[config.mk]
export PLATFORM = sky130hd
export DESIGN_NAME = alu_stateful_seg
export DESIGN_NICKNAME = d
export VERILOG_FILES = /design/src/rtl/alu_stateful_seg.sv
export SDC_FILE = /design/constraint.sdc
export NUM_CORES = 2
export LEC_CHECK = 0
export BUFFER_PORTS_ARGS = -buffer_cell sky130_fd_sc_hd__buf_2
export CAP_MARGIN = 20
export CORE_AREA = 4 4 614 616
export CTS_CLUSTER_SIZE = 16
export DETAILED_ROUTE_END_ITERATION = 8
export DIE_AREA = 0 0 618 620
export SYNTH_ARGS = -nofsm -noshare
export SYNTH_HDL_FRONTEND = slang
export SYNTH_SLANG_ARGS = --single-unit
[constraint.sdc]
create_clock -name clk -period 4.5 [get_ports clk]
set_input_delay 0.45 -clock clk [delete_from_list [all_inputs] [get_ports clk]]
set_output_delay 0.45 -clock clk [all_outputs]
set_load 0.02 [all_outputs]
[src/rtl/alu_stateful_seg.sv]
// rtl/alu_stateful_seg.sv - stateful action ALU with per-tenant segmented memory
// Two-stage action pipeline; the segment table is programmed in-band from the control stream.
module alu_stateful_seg #(
  parameter int STAGE_ID             = 0,
  parameter int ACTION_LEN           = 25,
  parameter int DATA_WIDTH           = 32,
  parameter int MEM_AW               = 5,
  parameter int NUM_TENANTS          = 16,
  parameter int C_S_AXIS_DATA_WIDTH  = 512,
  parameter int C_S_AXIS_TUSER_WIDTH = 128
) (
  input  logic                                clk,
  input  logic                                rst_n,
  input  logic [ACTION_LEN-1:0]               action_in,
  input  logic                                action_valid,
  input  logic [DATA_WIDTH-1:0]               operand_1_in,
  input  logic [DATA_WIDTH-1:0]               operand_2_in,
  input  logic [DATA_WIDTH-1:0]               operand_3_in,
  input  logic [11:0]                         vlan_id,
  output logic [DATA_WIDTH-1:0]               container_out,
  output logic                                container_out_valid,
  output logic                                seg_fault,
  input  logic [C_S_AXIS_DATA_WIDTH-1:0]      c_s_axis_tdata,
  input  logic [C_S_AXIS_TUSER_WIDTH-1:0]     c_s_axis_tuser,
  input  logic [C_S_AXIS_DATA_WIDTH/8-1:0]    c_s_axis_tkeep,
  input  logic                                c_s_axis_tvalid,
  input  logic                                c_s_axis_tlast,
  output logic [C_S_AXIS_DATA_WIDTH-1:0]      c_m_axis_tdata,
  output logic [C_S_AXIS_TUSER_WIDTH-1:0]     c_m_axis_tuser,
  output logic [C_S_AXIS_DATA_WIDTH/8-1:0]    c_m_axis_tkeep,
  output logic                                c_m_axis_tvalid,
  output logic                                c_m_axis_tlast
);

  localparam int TW = (NUM_TENANTS > 1) ? $clog2(NUM_TENANTS) : 1;
  localparam int LW = MEM_AW + 1;
  localparam int KW = C_S_AXIS_DATA_WIDTH / 8;
  localparam logic [3:0] OP_ADD   = 4'b0001;
  localparam logic [3:0] OP_SUB   = 4'b0010;
  localparam logic [3:0] OP_STORE = 4'b1000;
  localparam logic [3:0] OP_LOAD  = 4'b1011;
  localparam logic [3:0] OP_LOADD = 4'b0111;
  localparam logic [7:0] CFG_MOD  = {5'(STAGE_ID), 3'd3};

  typedef enum logic [1:0] {C_IDLE, C_DATA, C_SKIP} cstate_e;

  cstate_e         cstate_q, cstate_d;
  logic [7:0]      idx_q, idx_d;
  logic            tbl_we;
  logic [TW-1:0]   tbl_idx;
  logic [MEM_AW-1:0] base_q [NUM_TENANTS];
  logic [MEM_AW-1:0] base_d [NUM_TENANTS];
  logic [LW-1:0]     len_q  [NUM_TENANTS];
  logic [LW-1:0]     len_d  [NUM_TENANTS];

  logic [DATA_WIDTH-1:0] mem_q [2**MEM_AW];

  logic [TW-1:0]         tenant;
  logic [3:0]            op0;
  logic                  fault0;
  logic [MEM_AW-1:0]     pa0;

  logic                  s1_valid_q, s1_valid_d, s1_fault_q, s1_fault_d;
  logic [3:0]            s1_op_q, s1_op_d;
  logic [DATA_WIDTH-1:0] s1_op1_q, s1_op1_d, s1_op2_q, s1_op2_d;
  logic [MEM_AW-1:0]     s1_pa_q, s1_pa_d;
  logic [DATA_WIDTH-1:0] rd1;

  logic                  s2_valid_q, s2_valid_d, s2_we_q, s2_we_d, s2_fault_q, s2_fault_d;
  logic [DATA_WIDTH-1:0] s2_res_q, s2_res_d;
  logic [MEM_AW-1:0]     s2_pa_q, s2_pa_d;

  logic [DATA_WIDTH-1:0] container_out_q, container_out_d;
  logic                  container_out_valid_q, container_out_valid_d;
  logic                  seg_fault_q, seg_fault_d;

  logic [C_S_AXIS_DATA_WIDTH-1:0]  cm_tdata_q, cm_tdata_d;
  logic [C_S_AXIS_TUSER_WIDTH-1:0] cm_tuser_q, cm_tuser_d;
  logic [KW-1:0]                   cm_tkeep_q, cm_tkeep_d;
  logic                            cm_tvalid_q, cm_tvalid_d, cm_tlast_q, cm_tlast_d;

  logic unused_ok;
  assign unused_ok = ^{operand_3_in, action_in[ACTION_LEN-5:0], vlan_id[11:8], vlan_id[3:0]};

  // Control stream: packet-level FSM deciding whether the closing beat programs the table.
  always_comb begin
    cstate_d = cstate_q;
    idx_d    = idx_q;
    tbl_we   = 1'b0;
    case (cstate_q)
      C_IDLE: begin
        if (c_s_axis_tvalid && !c_s_axis_tlast) begin
          if (c_s_axis_tdata[368 +: 8] == CFG_MOD) begin
            cstate_d = C_DATA;
            idx_d    = c_s_axis_tdata[384 +: 8];
          end else begin
            cstate_d = C_SKIP;
          end
        end
      end
      C_DATA: begin
        if (c_s_axis_tvalid && c_s_axis_tlast) begin
          tbl_we   = ({24'd0, idx_q} < NUM_TENANTS);
          cstate_d = C_IDLE;
        end
      end
      C_SKIP: begin
        if (c_s_axis_tvalid && c_s_axis_tlast) cstate_d = C_IDLE;
      end
      default: cstate_d = C_IDLE;
    endcase
  end

  assign tbl_idx = idx_q[TW-1:0];

  always_comb begin
    base_d = base_q;
    len_d  = len_q;
    if (tbl_we) begin
      base_d[tbl_idx] = c_s_axis_tdata[8 +: MEM_AW];
      len_d[tbl_idx]  = c_s_axis_tdata[0 +: LW];
    end
  end

  // Stage 0 resolves tenant segment against the table as it stands before this edge.
  assign tenant = TW'({28'd0, vlan_id[7:4]} % NUM_TENANTS);
  assign op0    = action_in[ACTION_LEN-1 -: 4];
  assign fault0 = (op0 == OP_STORE || op0 == OP_LOAD || op0 == OP_LOADD) &&
                  (operand_2_in >= DATA_WIDTH'(len_q[tenant]));
  assign pa0    = base_q[tenant] + operand_2_in[MEM_AW-1:0];

  always_comb begin
    s1_valid_d = action_valid;
    s1_op_d    = op0;
    s1_op1_d   = operand_1_in;
    s1_op2_d   = operand_2_in;
    s1_pa_d    = pa0;
    s1_fault_d = fault0;
  end

  // The pending stage-2 write commits one edge late, so a same-address read takes it directly.
  assign rd1 = (s2_valid_q && s2_we_q && (s2_pa_q == s1_pa_q)) ? s2_res_q : mem_q[s1_pa_q];

  always_comb begin
    s2_valid_d = s1_valid_q;
    s2_pa_d    = s1_pa_q;
    s2_fault_d = s1_fault_q;
    s2_res_d   = s1_op1_q;
    s2_we_d    = 1'b0;
    if (!s1_fault_q) begin
      case (s1_op_q)
        OP_ADD:   s2_res_d = s1_op1_q + s1_op2_q;
        OP_SUB:   s2_res_d = s1_op1_q - s1_op2_q;
        OP_STORE: s2_we_d  = 1'b1;
        OP_LOAD:  s2_res_d = rd1;
        OP_LOADD: begin
          s2_res_d = rd1 + 1'b1;
          s2_we_d  = 1'b1;
        end
        default: ;
      endcase
    end
  end

  always_comb begin
    container_out_d       = s2_valid_q ? s2_res_q : container_out_q;
    container_out_valid_d = s2_valid_q;
    seg_fault_d           = s2_valid_q & s2_fault_q;
    cm_tdata_d            = c_s_axis_tdata;
    cm_tuser_d            = c_s_axis_tuser;
    cm_tkeep_d            = c_s_axis_tkeep;
    cm_tvalid_d           = c_s_axis_tvalid;
    cm_tlast_d            = c_s_axis_tlast;
  end

  always_ff @(posedge clk or negedge rst_n) begin
    if (!rst_n) begin
      cstate_q <= C_IDLE;
      idx_q    <= '0;
      for (int i = 0; i < NUM_TENANTS; i++) begin
        base_q[i] <= '0;
        len_q[i]  <= '0;
      end
      s1_valid_q <= 1'b0;
      s1_op_q    <= '0;
      s1_op1_q   <= '0;
      s1_op2_q   <= '0;
      s1_pa_q    <= '0;
      s1_fault_q <= 1'b0;
      s2_valid_q <= 1'b0;
      s2_we_q    <= 1'b0;
      s2_fault_q <= 1'b0;
      s2_res_q   <= '0;
      s2_pa_q    <= '0;
      container_out_q       <= '0;
      container_out_valid_q <= 1'b0;
      seg_fault_q           <= 1'b0;
      cm_tdata_q  <= '0;
      cm_tuser_q  <= '0;
      cm_tkeep_q  <= '0;
      cm_tvalid_q <= 1'b0;
      cm_tlast_q  <= 1'b0;
    end else begin
      cstate_q <= cstate_d;
      idx_q    <= idx_d;
      base_q   <= base_d;
      len_q    <= len_d;
      s1_valid_q <= s1_valid_d;
      s1_op_q    <= s1_op_d;
      s1_op1_q   <= s1_op1_d;
      s1_op2_q   <= s1_op2_d;
      s1_pa_q    <= s1_pa_d;
      s1_fault_q <= s1_fault_d;
      s2_valid_q <= s2_valid_d;
      s2_we_q    <= s2_we_d;
      s2_fault_q <= s2_fault_d;
      s2_res_q   <= s2_res_d;
      s2_pa_q    <= s2_pa_d;
      container_out_q       <= container_out_d;
      container_out_valid_q <= container_out_valid_d;
      seg_fault_q           <= seg_fault_d;
      cm_tdata_q  <= cm_tdata_d;
      cm_tuser_q  <= cm_tuser_d;
      cm_tkeep_q  <= cm_tkeep_d;
      cm_tvalid_q <= cm_tvalid_d;
      cm_tlast_q  <= cm_tlast_d;
    end
  end

  always_ff @(posedge clk) begin
    if (s2_valid_q && s2_we_q) mem_q[s2_pa_q] <= s2_res_q;
  end

  assign container_out       = container_out_q;
  assign container_out_valid = container_out_valid_q;
  assign seg_fault           = seg_fault_q;
  assign c_m_axis_tdata      = cm_tdata_q;
  assign c_m_axis_tuser      = cm_tuser_q;
  assign c_m_axis_tkeep      = cm_tkeep_q;
  assign c_m_axis_tvalid     = cm_tvalid_q;
  assign c_m_axis_tlast      = cm_tlast_q;

endmodule

==> run metrics <==
status finished clean; DIE AREA between 300,000 and 400,000 um^2; initial core utilization approximately a fifth; Starting DRT DRC Count between 4k and 5k; R2R setup slack 0.08 ns; deepest clock path buffer count 4; largest family of logic cells by synthesized area multiplexers; Fin. Hold Viols 0; detailed-route wire length between 400,000 and 500,000 um; crit path capture type flip-flop; Die Width slightly above 600 um; clock skew about 0.11 ns; Post-Synth Adder-Cell Area 0.807%; FMAX between 0.2 and 0.25 GHz; final setup TNS 0 ns; Post-synth EDFFs ~1k; Synth Area in Compound Gates between 4 and 5%; Core ar. 371,000 um^2; number of distinct library cells after synthesis between 80 and 90; crit path launch type flip-flop; hold_sp c_s_axis_tkeep[48]; DRC 0; initial antenna violation count 268; RR Startpoint s1_op2_q[7]; row count between 200 and 250; gr ovfl total 0; Synth Area in Simple Gates 2.78%; worst relative slew slack about a fifth; max_cap viols 0; Final nets between 7k and 8k; FF-to-FF path depth 18; area delta synth->final 43.3%; Tmin final roughly 4.4 ns; mux share of post-synthesis cell area a little over an eighth; area leader, netlist edfxtp_1; ranking of synthesized cells by area edfxtp_1 41%, dfrtp_1 35%, mux2i_1 5.0%; Ys Warns 0; critical-path maximum fanout 4; Clock Latency Late Sink around 0.95 ns; sequential share of the synthesized area 76.0%; Post-Synthesis Cell Area between 70,000 and 80,000 um^2; FF+latch count, synth a little over 2k; Peak supply drop 364 uV; first-pass GRT wire length 523,000 um; CTS Sinks roughly 2.1k; GRT Total Usage a little over 20%; Mapped Nets between 4k and 5k; hold path depth 2; Worst EP arrival 5.22 ns; fill cell count ~37k; Hold EP c_m_axis_tkeep[48]; Synth async-reset ratio approximately 50%; total power draw between 40 and 50 mW; PortBufs roughly 1.5k; Pwr Density approximately 430 nW/um^2; top cells by count, synth 1,041 x dfrtp_1, 1,024 x edfxtp_1, 372 x mux2i_1; Flop pwr share 44.8%; Final ANT Viol Nets 0; post-route clock period utilization between 90 and 100%; RSZ-0062 raised after global routing yes; Pre-Repair DR Iteration Count 5; xor-xnor portion of the synthesized cell area less than 1%; HP Class in2reg; Cell Int Power around 34 mW; final count of pins violating max slew 0; # H-tree levels 4; via count approximately 50k; largest net degree at the start of global routing between 100 and 150; leakage power roughly 44 nW; NetSw 12.1 mW; commonest register cell after synthesis dfrtp_1; worst setup path category reg2reg; Slew @ Worst Pin ~1.2 ns; gpl congestion ~1.0; Clk pwr share 44.5%; most common cell in the netlist dfrtp_1; top cell type's share of synthesized area between 40% and 50%; Post-Syn Area per Cell 18.6 um^2; Comb pwr share a little over a tenth; switching share of power a little over a quarter; Reg clk slew, reported paths 0.06 ns; total CTS buffers between 200 and 250; RR Endpoint s2_res_q[27]; WP data required roughly 5.3 ns; ratio of cells with drive above 1 in the final layout between 30% and 40%; Top Ports 1,582; Vert. Die Dim about 620 um; root buf cell clkbuf_16; per-cell routed wire length 33.9 um; routed vias/inst 4.19; CTS tree yes; DP Wirelength roughly 310,000 um; Setup Viol. Count Final 0; vias in the first global route around 52k; Post-Syn Instances between 4k and 5k
[layer usage]
metal | track usage, % | vias to the layer above | share of wire [%]
met5 | 0 | - | 0.049
li1 | - | 20900 | -
met4 | 4.86 | 34 | 2.9
met2 | 33.4 | 2454 | 47
met3 | 7.40 | 714 | 9.7
met1 | 26.0 | 26000 | 40
[placed cells by master, fill, tap and decap left out, types with 45 or more instances in the layout]
master / n
buf_2: 1519
dfrtp_1: 1037
edfxtp_1: 1024
dlygate4sd3_1: 776
mux2i_1: 372
buf_4: 272
clkbuf_16: 249
mux2_2: 222
mux4_2: 148
a22oi_1: 132
a21oi_1: 103
nand2_1: 87
diode_2: 81
nor2_1: 80
clkbuf_1: 57
ha_1: 45
[cells by family (layout without fill, tap and decap cells)]
group,Yosys count,count (layout)
flip-flops,2065,2065
multiplexers,756,756
AO/OA/AOI/OAI,476,476
AND/OR/NAND/NOR,386,386
buffers and inverters,218,3102
XOR/XNOR,75,75
adder cells (fa/ha/maj),47,47
other,0,81
[flip-flops by register name, summed over array words and instances, names as in the netlist, 2 cells and up]
register        flops
mem_q            1024
c_m_axis_tdata    512
c_m_axis_tuser    128
len_q              96
base_q             80
c_m_axis_tkeep     64
container_out      32
s1_op1_q           32
s1_op2_q           32
s2_res_q           32
idx_q               8
s1_pa_q             5
s2_pa_q             5
s1_op_q             4
cstate_q            2
[how the worst max path moves through the flow]
| stage | depth (start not counted) | from | to | slack, ns |
|---|---|---|---|---|
| after floorplan | 16 | s1_op2_q[1] | s2_res_q[29] | 0.27 |
| final | 18 | s1_op2_q[7] | s2_res_q[27] | 0.08 |
| after detailed placement | 18 | s1_op2_q[8] | s2_res_q[27] | -0.21 |
| after global routing | 18 | s1_op2_q[0] | s2_res_q[27] | -0.12 |
| after global placement | 19 | s1_op2_q[8] | s2_res_q[29] | -0.41 |
| after CTS | 17 | s1_op2_q[9] | s2_res_q[27] | -0.1 |
[timing repair]
action | 4_1_cts | 5_1_grt
setup endpoints to repair | 8 | 10
resized for setup | 19 | 18
pin swaps | 16 | 17
hold buffers | 776 | 0
buffers inserted | 4 | 1
endpoints found under the hold margin | 835 | 0
[power groups by stage]
stage                     clock (mW)  combinational (mW)  sequential, mW
after CTS                       21.3                4.97            20.9
after global placement             0                4.18            21.3
after global routing            22.1                5.32            20.9
after floorplan                    0                1.16            21.7
after detailed placement           0                4.19            21.3
final                           20.7                5.01            20.8
[worst max-delay path, cell delays in order, from the launching register on]
cell      delay [ns]
dfrtp_1         0.38
or4_4           0.56
nor4_4          0.17
nand2_1         0.11
or3_4           0.36
o31ai_4         0.20
xor2_1          0.21
ha_1            0.31
buf_6           0.14
and3_4          0.14
nand3_1         0.09
a21oi_2         0.05
o2111a_1        0.29
or3_1           0.33
a31oi_1         0.20
buf_4           0.16
xor2_1          0.17
o221ai_1        0.12
o22a_1          0.24
[stage by stage]
stage | std cells | setup WS (ns) | utilization [%] | instance area [um^2] | hold WS [ns]
floorplan | 4023 | 0.271 | - | 74700 | 0.154
global placement | 10600 | -0.413 | 24.3 | 90400 | 0.340
detailed placement | 10600 | -0.211 | 24.3 | 90400 | 0.337
CTS | 11900 | -0.0995 | 28.7 | 107000 | 0.00946
global route | 11900 | -0.123 | 28.8 | 107000 | 0.0634
finish | 12000 | 0.0810 | 28.8 | 107000 | 0.119
[area by class of cell]
cell class	count	area [um^2]	area share, %
diodes	81	203	0.189
clock buffers	332	6800	6.35
clock inverters	120	1530	1.42
inverters	35	131	0.123
multi-input cells	1740	17000	15.8
flip-flops and latches	2065	56800	53.1
well taps	4972	6220	5.81
repair buffers	2615	18400	17.2
No activity file was read; power rests on OpenSTA's default activity.
